### config.mk
export PLATFORM = sky130hd
export DESIGN_NAME = dot_blink_ctrl
export DESIGN_NICKNAME = d
export VERILOG_FILES = /design/src/rtl/disp_pkg.sv /design/src/rtl/tick_div.sv /design/src/rtl/dot_blink_ctrl.sv
export SDC_FILE = /design/constraint.sdc
export NUM_CORES = 1
export LEC_CHECK = 0
export ABC_AREA = 1
export CAP_MARGIN = 5
export CORE_UTILIZATION = 40
export CTS_CLUSTER_SIZE = 28
export DETAILED_ROUTE_END_ITERATION = 8
export GPL_ROUTABILITY_DRIVEN = 0
export MAX_ROUTING_LAYER = met4
export SKIP_CTS_REPAIR_TIMING = 1
export SLEW_MARGIN = 20
export SYNTH_ARGS = -nofsm -noshare
export SYNTH_HDL_FRONTEND = slang
export SYNTH_SLANG_ARGS = --single-unit
### constraint.sdc
create_clock -name clk -period 4.7 [get_ports clk]
set_input_delay 0.94 -clock clk [delete_from_list [all_inputs] [get_ports clk]]
set_output_delay 0.94 -clock clk [all_outputs]
set_load 0.1 [all_outputs]
### src/rtl/disp_pkg.sv
// disp_pkg: display-wide defaults for dot positions and counter width helpers
package disp_pkg;
  localparam int DEF_N_FIELDS = 3;
  localparam int DEF_N_DIGITS = 12;
  localparam int DEF_FIELD_OFFSET = 3;
  localparam int DEF_FIELD_STRIDE = 3;
  function automatic int clog2_w(input int n);
    return (n > 1) ? $clog2(n) : 1;
  endfunction
  function automatic int dot_idx(input int offset, input int stride, input int k);
    return offset + (k - 1) * stride;
  endfunction
endpackage

### src/rtl/tick_div.sv
// tick_div: modulo-N counter with synchronous clear and a wrap pulse on the last count
module tick_div
  import disp_pkg::*;
#(
  parameter int N = 4
) (
  input  logic clk,
  input  logic rst,
  input  logic clr,
  output logic wrap
);
  localparam int W = clog2_w(N);
  logic [W-1:0] cnt;
  assign wrap = cnt == W'(N - 1);
  always_ff @(posedge clk or posedge rst)
    if (rst) cnt <= '0;
    else cnt <= (clr | wrap) ? '0 : cnt + W'(1);
endmodule

### src/rtl/dot_blink_ctrl.sv
// dot_blink_ctrl: adjust-field selection with blinking decimal point and idle timeout
module dot_blink_ctrl
  import disp_pkg::*;
#(
  parameter int N_FIELDS = DEF_N_FIELDS,
  parameter int N_DIGITS = DEF_N_DIGITS,
  parameter int FIELD_OFFSET = DEF_FIELD_OFFSET,
  parameter int FIELD_STRIDE = DEF_FIELD_STRIDE,
  parameter int BLINK_HALF = 25_000_000,
  parameter int TIMEOUT_CYC = 500_000_000,
  parameter int SEL_W = $clog2(N_FIELDS + 1)
) (
  input  logic                clk,
  input  logic                rst,
  input  logic                btn_mode,
  input  logic                btn_adj,
  input  logic                blink_en,
  output logic [SEL_W-1:0]    sel,
  output logic                adj_active,
  output logic [N_DIGITS-1:0] dc_led
);
  if (dot_idx(FIELD_OFFSET, FIELD_STRIDE, N_FIELDS) >= N_DIGITS) begin : g_bad_dot
    $error("dot_blink_ctrl: highest field dot index exceeds N_DIGITS-1");
  end
  logic [SEL_W-1:0] sel_next;
  logic [N_DIGITS-1:0] led_next;
  logic phase, phase_next, sel_chg, to_clr, to_wrap, expire, blink_wrap, dot_on;
  assign to_clr = btn_mode | btn_adj | (sel == '0);
  assign expire = to_wrap & ~to_clr;
  assign adj_active = sel != '0;
  tick_div #(.N(TIMEOUT_CYC)) u_timeout (.clk(clk), .rst(rst), .clr(to_clr), .wrap(to_wrap));
  tick_div #(.N(BLINK_HALF)) u_blink (.clk(clk), .rst(rst), .clr(sel_chg), .wrap(blink_wrap));
  // a mode press outranks a coinciding expiry
  always_comb begin
    sel_next = btn_mode ? ((sel == SEL_W'(N_FIELDS)) ? '0 : sel + SEL_W'(1)) : expire ? '0 : sel;
    sel_chg = sel_next != sel;
    phase_next = sel_chg | (phase ^ blink_wrap);
    dot_on = phase_next | ~blink_en;
    led_next = '0;
    for (int k = 1; k <= N_FIELDS; k++)
      if (sel_next == SEL_W'(k)) led_next[dot_idx(FIELD_OFFSET, FIELD_STRIDE, k)] = dot_on;
  end
  always_ff @(posedge clk or posedge rst)
    if (rst) begin
      sel <= '0;
      phase <= 1'b1;
      dc_led <= '0;
    end else begin
      sel <= sel_next;
      phase <= phase_next;
      dc_led <= led_next;
    end
endmodule
==> flow_summary.json, run 1 <==
{
  "post_layout_instance_area_mm2": 0.00393,
  "ctsHtreeMaxLevel": 3,
  "synth_compound_gate_area_share": 0.0323,
  "tightest_slew_ps": 999,
  "clock-root-buffer": "sky130_fd_sc_hd__clkbuf_8",
  "grt_setup_unrepaired": "no",
  "initial_drc_count": 174,
  "asyncSetResetFlopFracSynth": 1.00,
  "min_period_over_period": 0.668,
  "grt_pass1_wl_um": 13400,
  "synth_seq_cells": 60,
  "vdd.ir_drop.worst_v": 0.000296,
  "viasPerCell": 4.93,
  "postLayoutSetupSlackWorst_ps": 1560,
  "min_delay_path_class": "reg -> reg",
  "fin_skew_ps": 5.57,
  "setup_viol": 0,
  "gr-usage-all-layers": 0.196,
  "synth_top_family_by_area": "simple AND/OR/NAND/NOR gates",
  "path_class": "reg -> out",
  "n_fill_cell": 906,
  "power_total_uw": 1430,
  "fp.dieArea_mm2": 0.00929,
  "worst_setup_hold_path_clk_slew_ps": 60,
  "setup-tns-final_ps": 0,
  "grt_antenna_before_repair": 0,
  "detail_route.wirelength_um": 7760,
  "synth_xor_area_frac": 0.0467,
  "ys.warnings.count": 0,
  "post-dp-hpwl_um": 5830,
  "synthDistinctLibCells": 33,
  "synth.mux.area_fraction": 0,
  "period_needed_ps": 3140,
  "syn_avg_cell_area_um2": 7.40,
  "tritoncts_clock_tree": "built",
  "die_w_um": 96.4,
  "cpMostUsedCell": "sky130_fd_sc_hd__inv_1",
  "finish.net_count": 508,
  "pwr_dens_mw_per_mm2": 365,
  "place_area_mm2": 0.00374,
  "port_bufs": 10,
  "ant_nets": 0,
  "slowest_stage": "sky130_fd_sc_hd__clkdlybuf4s50_1",
  "max_clock_freq_ghz": 0.318,
  "worst_slew_margin_rel": 0.332,
  "p_leak_uw": 0.00162,
  "detailedRoute.firstPassIterationCount": 4,
  "post_drt_wl_per_cell_um": 12.7,
  "final_hold_slack_ps": 466,
  "worstSetupEndpointType": "output pin",
  "cell_family_with_the_largest_share_of_critical_path_delay": "buffers and inverters",
  "synth-edff-count": 0,
  "synth_ff_type": "sky130_fd_sc_hd__dfrtp_1",
  "largest_net_degree_at_the_start_of_global_routing": 32,
  "synthesis.area_mm2": 0.00356,
  "clkSinkCount": 60,
  "first_global_vias": 2977,
  "start_kind": "register",
  "timing.critical_path.required_ps": 3760,
  "hold_violations": 0,
  "cts-buffers-inserted": 9,
  "route.vias.total": 3014,
  "die_h_um": 96.4,
  "syn_inst": 482,
  "critPathMaxFanout": 4,
  "clk_path_buf_depth": 2,
  "detailedPlace.worstSlack_ps": 1690,
  "clock_insertion_delay_worst_skew_ps": 340,
  "final_max_slew_viol_count": 0,
  "run_status": "complete, no violations",
  "rows": 34,
  "layout-drive-gt1-share": 0.0716,
  "path_cells": "inv_1, ha_1, inv_1, clkdlybuf4s50_1",
  "critical_path.n_buffers_inverters": 3,
  "critPathMaxStageDelay_ps": 1120,
  "cap_viol_max_count": 0,
  "synth-seq-area-share": 0.422,
  "initial_utilization": 0.411,
  "mostFrequentLayoutCell": "sky130_fd_sc_hd__nand2_1",
  "mostFrequentLayoutCells": "97 x sky130_fd_sc_hd__nand2_1, 96 x sky130_fd_sc_hd__nor2_1, 68 x sky130_fd_sc_hd__inv_1",
  "critPathArrivalTime_ps": 2200,
  "grt_overflow_total": 0,
  "drc": 0,
  "synth_fa_ha_area_frac": 0.0140,
  "synth_simple_gate_area_frac": 0.384,
  "n_antenna_cell": 0,
  "core_area_mm2": 0.00868,
  "area_growth_syn_to_layout_pct": 10.1,
  "boundaryPins": 20
}
## sequential cells by signal (all words and copies together) (netlist names)
register,cells
dc_led,3
phase,1
sel,2
u_blink.cnt,25
u_timeout.cnt,29
## power breakdown
group	total, uW	switching, uW	internal, uW
registers	562	18.2	544
logic	425	343	82.1
clock network	444	198	246
total	1430	560	872
## Yosys cell counts, types with 5 or more instances
cell type / n / area (um2)
sky130_fd_sc_hd__nand3_1: 23 / 115
sky130_fd_sc_hd__nor2_1: 96 / 360
sky130_fd_sc_hd__nor3_1: 31 / 155
sky130_fd_sc_hd__nor4_1: 11 / 68.8
sky130_fd_sc_hd__inv_1: 69 / 259
sky130_fd_sc_hd__buf_4: 9 / 67.6
sky130_fd_sc_hd__nand2_1: 97 / 364
sky130_fd_sc_hd__nand4_1: 12 / 75.1
sky130_fd_sc_hd__nor2_2: 5 / 31.3
sky130_fd_sc_hd__o21ai_0: 5 / 25.0
sky130_fd_sc_hd__a21oi_1: 9 / 45.0
sky130_fd_sc_hd__nor3b_1: 5 / 37.5
sky130_fd_sc_hd__xor2_1: 17 / 149
sky130_fd_sc_hd__dfrtp_1: 59 / 1480
## path summary, 6_finish.rpt
check	slack, ps	end	cells past startpoint	start
setup reg to reg	2430	u_timeout.cnt[14]$_DFF_PP0_	9	u_timeout.cnt[12]$_DFF_PP0_
hold / removal	470	u_timeout.cnt[0]$_DFF_PP0_	1	u_timeout.cnt[0]$_DFF_PP0_
setup / recovery	1560	adj_active	4	sel[1]$_DFF_PP0_
hold reg to reg	470	u_timeout.cnt[0]$_DFF_PP0_	1	u_timeout.cnt[0]$_DFF_PP0_
max in group asynchronous	2850	u_timeout.cnt[24]$_DFF_PP0_	3	rst
min in group asynchronous	1010	dc_led[9]$_DFF_PP0_	2	rst
## metal layers
layer | up-vias | GRT usage | part of all wire | wire length, um
met4 | 0 | 0.0735 | 0.028 | 218
met3 | 19 | 0.0540 | 0.038 | 295
met2 | 57 | 0.325 | 0.48 | 3750
met1 | 1391 | 0.227 | 0.45 | 3500
met5 | - | - | 0 | 0
li1 | 1547 | - | - | -
## kinds of logic after synthesis
logic type               after synthesis
adder cells (fa/ha/maj)                4
flip-flops                            60
buffers and inverters                 82
XOR/XNOR                              19
AO/OA/AOI/OAI                         20
AND/OR/NAND/NOR                      296
other                                  1
## stage by stage
step	instances	utilization
after global placement	596	0.431
after detailed placement	596	0.431
after global routing	611	0.452
after CTS	611	0.452
final	611	0.452
after floorplan	490	-
## area by class of cell
cell class | instances | area [um2] | share of cell area
tap | 108 | 135 | 0.0344
inverter | 69 | 259 | 0.0660
sequential | 60 | 1500 | 0.383
clock buffer | 14 | 183 | 0.0465
multi-input combinational | 348 | 1730 | 0.442
timing repair buffer | 11 | 108 | 0.0274
clock inverter | 1 | 5.00 | 0.00128
(Power assumes the default switching activity.)
==> run 2, diff against run 1 <==
==> constraint.sdc (replaced) <==
create_clock -name clk -period 3.15 [get_ports clk]
set_input_delay 0.63 -clock clk [delete_from_list [all_inputs] [get_ports clk]]
set_output_delay 0.63 -clock clk [all_outputs]
set_load 0.1 [all_outputs]
==> flow_summary.json, run 2 (synthesis results as in run 1) <==
{
  "path_cells": "clkdlybuf4s50_1, nor3_1, nand3_2, nand3_2, nand4_4, nor3_1",
  "top_regs": "u_timeout.cnt (29), u_blink.cnt (25), dc_led (3)",
  "post_layout_instance_area_mm2": 0.00392,
  "max_clock_freq_ghz": 0.463,
  "fp.dieArea_mm2": 0.00929,
  "boundaryPins": 20,
  "min_delay_path_class": "reg -> reg",
  "first_global_vias": 2988,
  "tightest_slew_ps": 536,
  "area_growth_syn_to_layout_pct": 9.83,
  "p_leak_uw": 0.00163,
  "tritoncts_clock_tree": "built",
  "mostFrequentLayoutCells": "97 x sky130_fd_sc_hd__nand2_1, 96 x sky130_fd_sc_hd__nor2_1, 68 x sky130_fd_sc_hd__inv_1",
  "path_class": "in -> reg",
  "initial_utilization": 0.411,
  "hold_violations": 0,
  "register_area_mm2": 0.00150,
  "clkSinkCount": 60,
  "core_area_mm2": 0.00868,
  "clk_path_buf_depth": 2,
  "worst_slew_margin_rel": 0.639,
  "n_fill_cell": 881,
  "start_kind": "input pin",
  "drc": 0,
  "worstSetupEndpointType": "register",
  "grt_overflow_total": 0,
  "route.vias.total": 3037,
  "rr_worst_depth": 9,
  "post_drt_wl_per_cell_um": 12.5,
  "vdd.ir_drop.worst_v": 0.000698,
  "postLayoutCoreUtil": 0.451,
  "fin_skew_ps": 8.24,
  "rows": 34,
  "grt_pass1_wl_um": 13300,
  "critPathMaxStageDelay_ps": 470,
  "largest_net_degree_at_the_start_of_global_routing": 29,
  "critPathArrivalTime_ps": 2410,
  "port_bufs": 10,
  "min_path_cells": 1,
  "run_status": "complete, no violations",
  "final_max_slew_viol_count": 0,
  "setup-tns-final_ps": 0,
  "clock-root-buffer": "sky130_fd_sc_hd__clkbuf_8",
  "initial_drc_count": 149,
  "cap_viol_max_count": 0,
  "die_w_um": 96.4,
  "final_hold_slack_ps": 456,
  "post-dp-hpwl_um": 5900,
  "cts-buffers-inserted": 9,
  "period_needed_ps": 2160,
  "place_area_mm2": 0.00374,
  "viasPerCell": 4.95,
  "clock_insertion_delay_worst_skew_ps": 340,
  "pwr_dens_mw_per_mm2": 533,
  "slowest_stage": "sky130_fd_sc_hd__clkdlybuf4s50_1",
  "ctsHtreeMaxLevel": 3,
  "grt_setup_unrepaired": "no",
  "finish.net_count": 510,
  "multi_input_comb_area_mm2": 0.00173,
  "detailedRoute.firstPassIterationCount": 4,
  "detail_route.wirelength_um": 7710,
  "timing.critical_path.required_ps": 3400,
  "max_ffs_per_register": 29,
  "n_antenna_cell": 0,
  "mostFrequentLayoutCell": "sky130_fd_sc_hd__nand2_1",
  "die_h_um": 96.4,
  "ant_nets": 0,
  "layout-drive-gt1-share": 0.0909,
  "min_period_over_period": 0.686,
  "setup_viol": 0,
  "critPathMaxFanout": 25,
  "worst_setup_hold_path_clk_slew_ps": 70,
  "registers.top_by_ff_count": "u_timeout.cnt",
  "gr-usage-all-layers": 0.194,
  "grt_antenna_before_repair": 0
}
## run 2: cell types whose count changed in the layout (fill, tap and decap cells not counted), sizes merged
cell           delta
buf               +8
clkdlybuf4s50     -6
clkbuf            -4
clkinv            +4
clkinvlp          +1
## run 2: report_power, final
| group | internal [uW] | total, uW | switching [uW] |
|---|---|---|---|
| registers | 811 | 842 | 30.9 |
| logic | 113 | 625 | 512 |
| clock network | 305 | 620 | 315 |
## run 2: path summary, 6_finish.rpt
kind | startpoint | end | slack [ps]
max | btn_mode | u_blink.cnt[8]$_DFF_PP0_ | 990
min | u_timeout.cnt[0]$_DFF_PP0_ | u_timeout.cnt[0]$_DFF_PP0_ | 460
max reg2reg | u_timeout.cnt[0]$_DFF_PP0_ | u_blink.cnt[8]$_DFF_PP0_ | 1050
min reg2reg | u_timeout.cnt[0]$_DFF_PP0_ | u_timeout.cnt[0]$_DFF_PP0_ | 460
max in group asynchronous | rst | phase$_DFF_PP1_ | 1850
min in group asynchronous | rst | sel[1]$_DFF_PP0_ | 600
## run 2: per-layer routing
metal / routed length [um] / track usage / share of wire / vias up
li1: - / - / - / 1547
met1: 3550 / 0.228 / 0.46 / 1419
met2: 3750 / 0.320 / 0.49 / 59
met3: 279 / 0.0516 / 0.036 / 12
met4: 128 / 0.0723 / 0.017 / 0
met5: 0 / - / 0 / -
## run 2: stage by stage
step / cells / power, uW / worst slack [ps]
after global routing: 614 / 2200 / 779
final: 614 / 2090 / 990
after detailed placement: 598 / 1490 / 609
after CTS: 614 / 2120 / 974
after global placement: 598 / 1480 / 692
after floorplan: 490 / 1400 / 549
## run 2: worst max-delay path, delay by kind of cell
family / cells / cell delay [ps]
buf+inv: 1 / 470
simple gates: 5 / 1310
## run 2: area by class of cell
cell class / count / area share
flip-flops and latches: 60 / 0.384
repair buffers: 13 / 0.0275
clock inverters: 6 / 0.0102
inverters: 69 / 0.0662
multi-input cells: 348 / 0.443
clock buffers: 10 / 0.0352
well taps: 108 / 0.0345
